===== src/rtl/nibble_serial_add_ctrl.sv =====
// ---------------------------------------------------------------------------
// nibble_serial_add_ctrl
//
// Purpose:
//   Computes WIDTH-bit additions by reusing one 4-bit ripple-carry adder.
//   The adder handles one nibble per clock, least-significant nibble first.
//   The carry is registered between nibbles. Operands arrive on a valid/ready
//   handshake, and the result leaves on a second valid/ready handshake.
//
// Optional feature:
//   Define NSA_SUBTRACT_EN to add the 'sub' input. When sub=1 at accept:
//     - every B nibble is inverted before it reaches the adder;
//     - the carry register starts at 1 and cin is ignored;
//     - the result is sum = a - b mod 2^WIDTH, with cout=1 meaning no borrow.
//   When the macro is undefined, the block only adds.
//
// Ports:
//   clk        in   clock; every state update happens on the rising edge
//   rst_n      in   synchronous reset, active-low
//   in_valid   in   operand source presents a request
//   in_ready   out  block can accept a request (IDLE and not in reset)
//   a, b       in   WIDTH-bit operands, sampled on accept only
//   cin        in   carry into nibble 0, sampled on accept only
//   sub        in   (NSA_SUBTRACT_EN only) subtract select, sampled on accept
//   out_valid  out  sum/cout hold a completed result
//   out_ready  in   consumer takes the result (only looked at in DONE)
//   sum        out  registered WIDTH-bit result
//   cout       out  registered carry out of the top nibble
//   busy       out  high whenever the sequencer is not IDLE
//
// Parameters:
//   WIDTH  operand/result width; must be a multiple of 4 and at least 4.
// ---------------------------------------------------------------------------

// Team 4-bit ripple-carry adder. The port order (a, b, cin, sum, c4) is
// fixed because callers connect it positionally.
module rippleCarryAdder (
  input  logic [3:0] a,
  input  logic [3:0] b,
  input  logic       cin,
  output logic [3:0] sum,
  output logic       c4
);

  logic [4:0] carry;

  assign carry[0] = cin;

  genvar gi;
  generate
    for (gi = 0; gi < 4; gi++) begin : g_full_add
      assign sum[gi]      = a[gi] ^ b[gi] ^ carry[gi];
      assign carry[gi+1]  = (a[gi] & b[gi]) | (carry[gi] & (a[gi] ^ b[gi]));
    end
  endgenerate

  assign c4 = carry[4];

endmodule

module nibble_serial_add_ctrl #(
  parameter int WIDTH = 16
) (
  input  logic             clk,
  input  logic             rst_n,
  input  logic             in_valid,
  output logic             in_ready,
  input  logic [WIDTH-1:0] a,
  input  logic [WIDTH-1:0] b,
  input  logic             cin,
`ifdef NSA_SUBTRACT_EN
  input  logic             sub,
`endif
  output logic             out_valid,
  input  logic             out_ready,
  output logic [WIDTH-1:0] sum,
  output logic             cout,
  output logic             busy
);

  localparam int NIB = WIDTH / 4;
  // The counter is at least one bit wide so that WIDTH=4 (NIB=1) still works.
  localparam int CW  = (NIB > 1) ? $clog2(NIB) : 1;
  localparam logic [CW-1:0] LAST_CNT = CW'(NIB - 1);

  typedef enum logic [1:0] {
    IDLE = 2'd0,
    RUN  = 2'd1,
    DONE = 2'd2
  } state_t;

  state_t state_reg, state_next;

  // Operands and sum are stored as nibble arrays. The counter then selects a
  // whole nibble directly, with no variable part-select.
  logic [NIB-1:0][3:0] op_a_reg,  op_a_next;
  logic [NIB-1:0][3:0] op_b_reg,  op_b_next;
  logic [NIB-1:0][3:0] sum_reg,   sum_next;
  logic [CW-1:0]       cnt_reg,   cnt_next;
  logic                carry_reg, carry_next;
  logic                cout_reg,  cout_next;
  logic                out_valid_reg, out_valid_next;

  logic       accept;
  logic       last_nib;
  logic       sub_sel;
  logic [3:0] add_a;
  logic [3:0] add_b;
  logic [3:0] add_sum;
  logic       add_c4;

`ifdef NSA_SUBTRACT_EN
  assign sub_sel = sub;
`else
  assign sub_sel = 1'b0;
`endif

  // in_ready depends directly on rst_n, so it drops in the same cycle that
  // reset is asserted, not one cycle later.
  assign in_ready = (state_reg == IDLE) && rst_n;
  assign accept   = in_valid && in_ready;
  assign last_nib = (cnt_reg == LAST_CNT);

  // Single shared adder. During subtract, B is inverted once, at accept, so
  // the RUN datapath is the same for add and subtract.
  assign add_a = op_a_reg[cnt_reg];
  assign add_b = op_b_reg[cnt_reg];

  rippleCarryAdder u_adder (add_a, add_b, carry_reg, add_sum, add_c4);

  // -------------------------------------------------------------------------
  // State register
  // -------------------------------------------------------------------------
  always_ff @(posedge clk) begin
    if (!rst_n) begin
      state_reg <= IDLE;
    end else begin
      state_reg <= state_next;
    end
  end

  // -------------------------------------------------------------------------
  // Next-state and datapath next values
  // -------------------------------------------------------------------------
  always_comb begin
    state_next     = state_reg;
    op_a_next      = op_a_reg;
    op_b_next      = op_b_reg;
    sum_next       = sum_reg;
    cnt_next       = cnt_reg;
    carry_next     = carry_reg;
    cout_next      = cout_reg;
    out_valid_next = out_valid_reg;

    case (state_reg)
      IDLE: begin
        if (accept) begin
          op_a_next  = a;
          op_b_next  = sub_sel ? ~b : b;
          carry_next = sub_sel ? 1'b1 : cin;
          cnt_next   = '0;
          state_next = RUN;
        end
      end

      RUN: begin
        // Only the active nibble is overwritten. Upper nibbles keep the
        // previous result until their turn comes.
        sum_next[cnt_reg] = add_sum;
        carry_next        = add_c4;
        if (last_nib) begin
          cout_next      = add_c4;
          out_valid_next = 1'b1;
          state_next     = DONE;
        end else begin
          cnt_next = cnt_reg + 1'b1;
        end
      end

      DONE: begin
        // Result stays frozen until the consumer takes it. New requests are
        // not seen here because in_ready is low.
        if (out_ready) begin
          out_valid_next = 1'b0;
          state_next     = IDLE;
        end
      end

      default: begin
        state_next     = IDLE;
        out_valid_next = 1'b0;
      end
    endcase
  end

  // -------------------------------------------------------------------------
  // Datapath registers. Reset clears everything, so a reset that hits in
  // RUN or DONE leaves no partial result behind.
  // -------------------------------------------------------------------------
  always_ff @(posedge clk) begin
    if (!rst_n) begin
      op_a_reg      <= '0;
      op_b_reg      <= '0;
      sum_reg       <= '0;
      cnt_reg       <= '0;
      carry_reg     <= 1'b0;
      cout_reg      <= 1'b0;
      out_valid_reg <= 1'b0;
    end else begin
      op_a_reg      <= op_a_next;
      op_b_reg      <= op_b_next;
      sum_reg       <= sum_next;
      cnt_reg       <= cnt_next;
      carry_reg     <= carry_next;
      cout_reg      <= cout_next;
      out_valid_reg <= out_valid_next;
    end
  end

  assign sum       = sum_reg;
  assign cout      = cout_reg;
  assign out_valid = out_valid_reg;
  assign busy      = (state_reg != IDLE);

endmodule


===== config.mk =====
export PLATFORM = sky130hd
export DESIGN_NAME = nibble_serial_add_ctrl
export DESIGN_NICKNAME = d
export VERILOG_FILES = /design/src/rtl/nibble_serial_add_ctrl.sv
export SDC_FILE = /design/constraint.sdc
export NUM_CORES = 1
export LEC_CHECK = 0
export BUFFER_PORTS_ARGS = -buffer_cell sky130_fd_sc_hd__buf_2
export CAP_MARGIN = 0
export CORE_ASPECT_RATIO = 1.75
export CORE_MARGIN = 1
export CORE_UTILIZATION = 50
export DETAILED_ROUTE_END_ITERATION = 6
export PLACE_DENSITY = 0.75
export SYNTH_ARGS = -nofsm -noshare
export SYNTH_HDL_FRONTEND = slang
export SYNTH_SLANG_ARGS = --single-unit

===== constraint.sdc =====
create_clock -name clk -period 5.43 [get_ports clk]
set_clock_uncertainty 0.05 [all_clocks]
set_input_delay 0.8145 -clock clk [delete_from_list [all_inputs] [get_ports clk]]
set_output_delay 0.8145 -clock clk [all_outputs]
set_load 0.005 [all_outputs]

==> results.cfg, run 1 <==
[global_route]
grt_pass1_wl_um = 7220
grt_pass1_vias = 1599
gr-total-overflow = 0
grt_antenna_before_repair = 0
grt_start_max_net_pins = 68
track_usage_pct = 19.7

[synth]
synth_cells = 256
avgSynthCellArea_sq_um = 9.22
ys_top_cells_by_area = dfxtp_1 47%, nand2_1 10%, mux4_2 7.6%, o21ai_0 6.8%, nor2_1 3.7%
synth_nets = 301
ys_seq_area_share_pct = 46.6
netlist.area_leader.share_pct = 46.6
yosysTopAreaCell = dfxtp_1
syn_area_sq_um = 2360
yosys_register_bits = 55
synth_warnings = 0
yosysUniqueCellTypes = 27

[setup_path]
crit_slowest_cell = dfxtp_1
slowest_delay_ns = 0.69
crit_family = adder cells
crit_fanout = 12
worstSetupPathType = reg2reg
crit_chain = mux4_2, fa_1, inv_1, fa_1, inv_1, fa_1, inv_1, fa_1, a211oi_1
path_common_cell = fa_1
worst-path-buf-inv = 3
cp.arrival_ns = 3.39
cp.required_ns = 5.60
worst_setup_path_end_kind = flip-flop
crit_path_start_kind = flip-flop

[floorplanning]
die_area_sq_um = 5010
coreArea_sq_um = 4480
fp-row-count = 32
ioPinCount = 57
die_y_um = 92.9
die-width_um = 53.9
initial_utilization_pct = 52.7

[cts]
cts_buffers = 5
root_buffer = clkbuf_8
cts_tree = yes
clock_path_buffers = 2
path_clk_slew_ns = 0.09
cts.htree.levels = 2
insertion_delay_ns = 0.31
cts_setup_buffers = 0
cts_resized = 0
cts.sinks = 55
cts-hold-fix-buffers = 0

[timing]
timing.fmax_ghz = 0.311
finalSetupViolCount = 0
tightest_slew_ns = 0.770
maxSlewViolCount = 0
period_minus_slack_ns = 3.22
setup_tns_ns = 0
min_period_over_period_pct = 59.3
slew_headroom_pct = 48.6
layout_setup_ws_ns = 2.21
rsz0062_at_grt = no
holdWs_ns = 0.408
hold_viol_final = 0

[power_and_ir_drop]
ir_drop_v = 0.000214
p_leak_uw = 0.00113
power_density_nw_per_um2 = 301

[final_layout]
final_cells = 352
mostFrequentLayoutCells = 65 x nand2_1, 56 x buf_2, 55 x dfxtp_1
layout-drive-gt1-share_pct = 26.2
diodes = 0
num-nets-final = 345
layout_commonest_cell = nand2_1
syn2layout_area_growth_pct = 15.1
final_area_sq_um = 2720

[placed_design]
placedCellCount = 344
pre_cts_slack_ns = 2.19
io_buffers = 56
place.gp.congestion = 0.735
post_dp_cell_area_sq_um = 2600
dp_hpwl_um = 3270

[min_path]
hold_path_class = reg2reg

[drt]
num_vias = 1811
drt_pass1_iterations = 4
wl_um = 4430
drt_iter0_drc = 46
avgRoutedWirePerCell_um = 12.6
post_drt_via_cell_ratio = 5.14
ant_nets = 0
drc_errors = 0

[status]
status = finished clean

[flow_run]
cap_violations = 0
[cell families after synthesis]
family | Yosys count | share of synthesized area, %
compound gates | 47 | 12.2
mux | 16 | 11.0
buf+inv | 29 | 6.09
simple gates | 101 | 18.5
flops | 55 | 46.6
fa+ha+maj | 8 | 5.51
[metal layers]
layer / part of all wire (%) / wire length, um / track usage (%) / vias up
met1: 42 / 1850 / 23.4 / 826
met2: 53 / 2360 / 33.5 / 44
met4: 1.9 / 83 / 8.55 / 0
li1: - / - / - / 936
met3: 3.1 / 138 / 2.96 / 5
met5: 0 / 0 / 0 / -
[path summary, 6_finish.rpt]
path / from / to / slack, ns / cells after the start
setup / recovery: cnt_reg[0] / sum[11] / 2.21 / 9
hold / removal: op_a_reg[14] / op_a_reg[14] / 0.41 / 2
setup reg to reg: cnt_reg[0] / sum[11] / 2.21 / 9
hold reg to reg: op_a_reg[14] / op_a_reg[14] / 0.41 / 2
[cells in the mapped netlist]
| master | instances |
|---|---|
| fa_1 | 4 |
| nand2_1 | 65 |
| o21ai_0 | 32 |
| a21oi_1 | 3 |
| a211oi_1 | 9 |
| buf_4 | 3 |
| mux2i_1 | 8 |
| inv_1 | 10 |
| nor3_2 | 1 |
| and3b_1 | 4 |
| nor3b_1 | 1 |
| mux4_2 | 8 |
| or2_2 | 2 |
| a2111oi_4 | 1 |
| a22o_1 | 1 |
| buf_2 | 7 |
| dfxtp_1 | 55 |
| clkbuf_1 | 7 |
| and3_1 | 1 |
| ha_1 | 4 |
| nor2_1 | 23 |
| nor2b_1 | 1 |
| and2b_1 | 1 |
| nor2_2 | 1 |
| buf_6 | 2 |
| and4bb_4 | 1 |
| a31o_2 | 1 |
[metrics by stage]
stage | util, % | total power, uW
after CTS | 60.6 | 825
after global routing | 60.6 | 855
after global placement | 58.0 | 548
after floorplan | - | 519
after detailed placement | 58.0 | 551
final | 60.6 | 817
[report_power, final]
part | switching [uW] | leakage [uW] | internal, uW
combinational | 50.5 | 0.000616 | 45.8
sequential | 16.5 | 0.000450 | 426
clock | 129 | 0.0000612 | 149
total | 196 | 0.00113 | 621
[final cells by class]
class / count / area (sq um)
fill: 439 / 1770
multi-input combinational: 172 / 1120
sequential: 55 / 1100
timing repair buffer: 56 / 280
clock buffer: 6 / 82.6
tap: 51 / 63.8
inverter: 10 / 37.5
clock inverter: 2 / 35.0
[worst min-delay path, cell delays in order (launching register included)]
cell and delay, ns:
dfxtp_1 0.32, nand2_1 0.05, o21ai_0 0.06
(Power assumes the default switching activity.)
==> run 2, diff against run 1 <==
CORE_UTILIZATION = 47   (was 50)
PLACE_DENSITY = 0.74   (was 0.75)
clock period = 2.7 ns   (was 5.43 ns; I/O delays follow)
==> results.cfg, run 2 (same netlist as run 1, synthesis figures left out) <==
[status]
status = finished, violations left
violations = negative setup slack

[cts]
insertion_delay_ns = 0.32
cts_setup_buffers = 0
cts-hold-fix-buffers = 0
root_buffer = clkbuf_8
clock_path_buffers = 2
cts.htree.levels = 2
cts_buffers = 5
cts_tree = yes
path_clk_slew_ns = 0.10
cts.sinks = 55

[placed_design]
dp_hpwl_um = 3560
pre_cts_slack_ns = -0.0494
io_buffers = 56
place.gp.congestion = 0.767

[setup_path]
cp.required_ns = 2.89
worstSetupPathType = reg2reg
worst_setup_path_end_kind = flip-flop
crit_path_start_kind = flip-flop
worst-r2r-setup-slack_ns = -0.02
cp.arrival_ns = 2.91
crit_fanout = 4

[floorplanning]
coreArea_sq_um = 4750
die_area_sq_um = 5320
initial_utilization_pct = 49.7
die-width_um = 55.6
fp-row-count = 33
die_y_um = 95.8
ioPinCount = 57

[power_and_ir_drop]
power_uw = 1760
power_density_nw_per_um2 = 624
p_leak_uw = 0.00117
ir_drop_v = 0.000611

[drt]
post_drt_via_cell_ratio = 5.05
num_vias = 1812
avgRoutedWirePerCell_um = 13.0
drc_errors = 0
drt_pass1_iterations = 4
wl_um = 4680
drt_iter0_drc = 32
ant_nets = 0

[timing]
layout_setup_ws_ns = -0.0219
hold_viol_final = 0
tightest_slew_ns = 0.477
timing.fmax_ghz = 0.367
rsz0062_at_grt = yes
slew_headroom_pct = 68.2
min_period_over_period_pct = 101
maxSlewViolCount = 0
finalSetupViolCount = 4
period_minus_slack_ns = 2.72

[flow_run]
cap_violations = 0

[global_route]
grt_pass1_wl_um = 7840
gr-total-overflow = 0
grt_antenna_before_repair = 0
grt_pass1_vias = 1768
grt_start_max_net_pins = 47
track_usage_pct = 18.9

[final_layout]
num-nets-final = 351
layout-drive-gt1-share_pct = 31.9
diodes = 0
mostFrequentLayoutCells = 65 x nand2_1, 56 x buf_2, 53 x dfxtp_1
syn2layout_area_growth_pct = 19.5
layout_commonest_cell = nand2_1

[min_path]
hold_path_class = in2reg
run 2: cell types whose count changed in the layout (fill, tap and decap cells not counted), sizes merged:
cell,previous run,this run
clkbuf,6,5
inv,10,11
buf,56,62
clkinv,1,0
bufinv,1,2
run 2: final timing paths:
check / start / depth (start not counted) / to
max: cnt_reg[1] / 9 / sum[3]
min: a[3] / 3 / op_a_reg[3]
max reg2reg: cnt_reg[1] / 9 / sum[3]
min reg2reg: op_b_reg[15] / 2 / op_b_reg[15]
run 2: what timing repair did:
action,in CTS,in global routing
resized for setup,8,0
endpoints found under the setup margin,4,4
cloned,0,0
pin swaps,4,4
run 2: where the power goes:
part / internal (uW) / switching, uW / total [uW]
sequential: 858 / 27.7 / 886
combinational: 105 / 118 / 223
clock: 376 / 276 / 652
total: 1340 / 421 / 1760
run 2: through the flow:
step	cells	TNS, ns	hold WS (ns)	utilization, %	instance area (sq um)
6_report	359	-0.0504	0.226	59.4	2820
5_1_grt	359	-0.390	0.233	59.4	2820
4_1_cts	359	-0.0699	0.228	59.4	2820
3_5_place_dp	351	-0.101	0.398	55.9	2660
3_3_place_gp	351	0	0.396	55.9	2660
2_1_floorplan	256	-0.292	0.383	-	2380
run 2: cell type report:
cell class                      count  area (sq um)
Fill cell                         437          1930
Multi-Input combinational cell    172          1150
Sequential cell                    55          1100
Timing Repair Buffer               62           329
Clock inverter                      3          71.3
Clock buffer                        5          68.8
Tap cell                           52          65.1
Inverter                           10          37.5
run 2: critical path, stage by stage (launching register included):
cell and delay (ns):
dfxtp_2 0.36, mux4_2 0.53, fa_2 0.37, inv_2 0.06, fa_2 0.18, inv_2 0.04, fa_2 0.32, inv_2 0.06
fa_2 0.48, a211oi_2 0.20
run 2: layer usage:
layer	wire, um	vias up	part of all wire (%)	GRT usage (%)
li1	-	945	-	-
met1	1920	825	41	20.6
met2	2540	36	54	36.6
met3	142	6	3.0	2.96
met4	72	0	1.5	6.88
met5	0	-	0	0
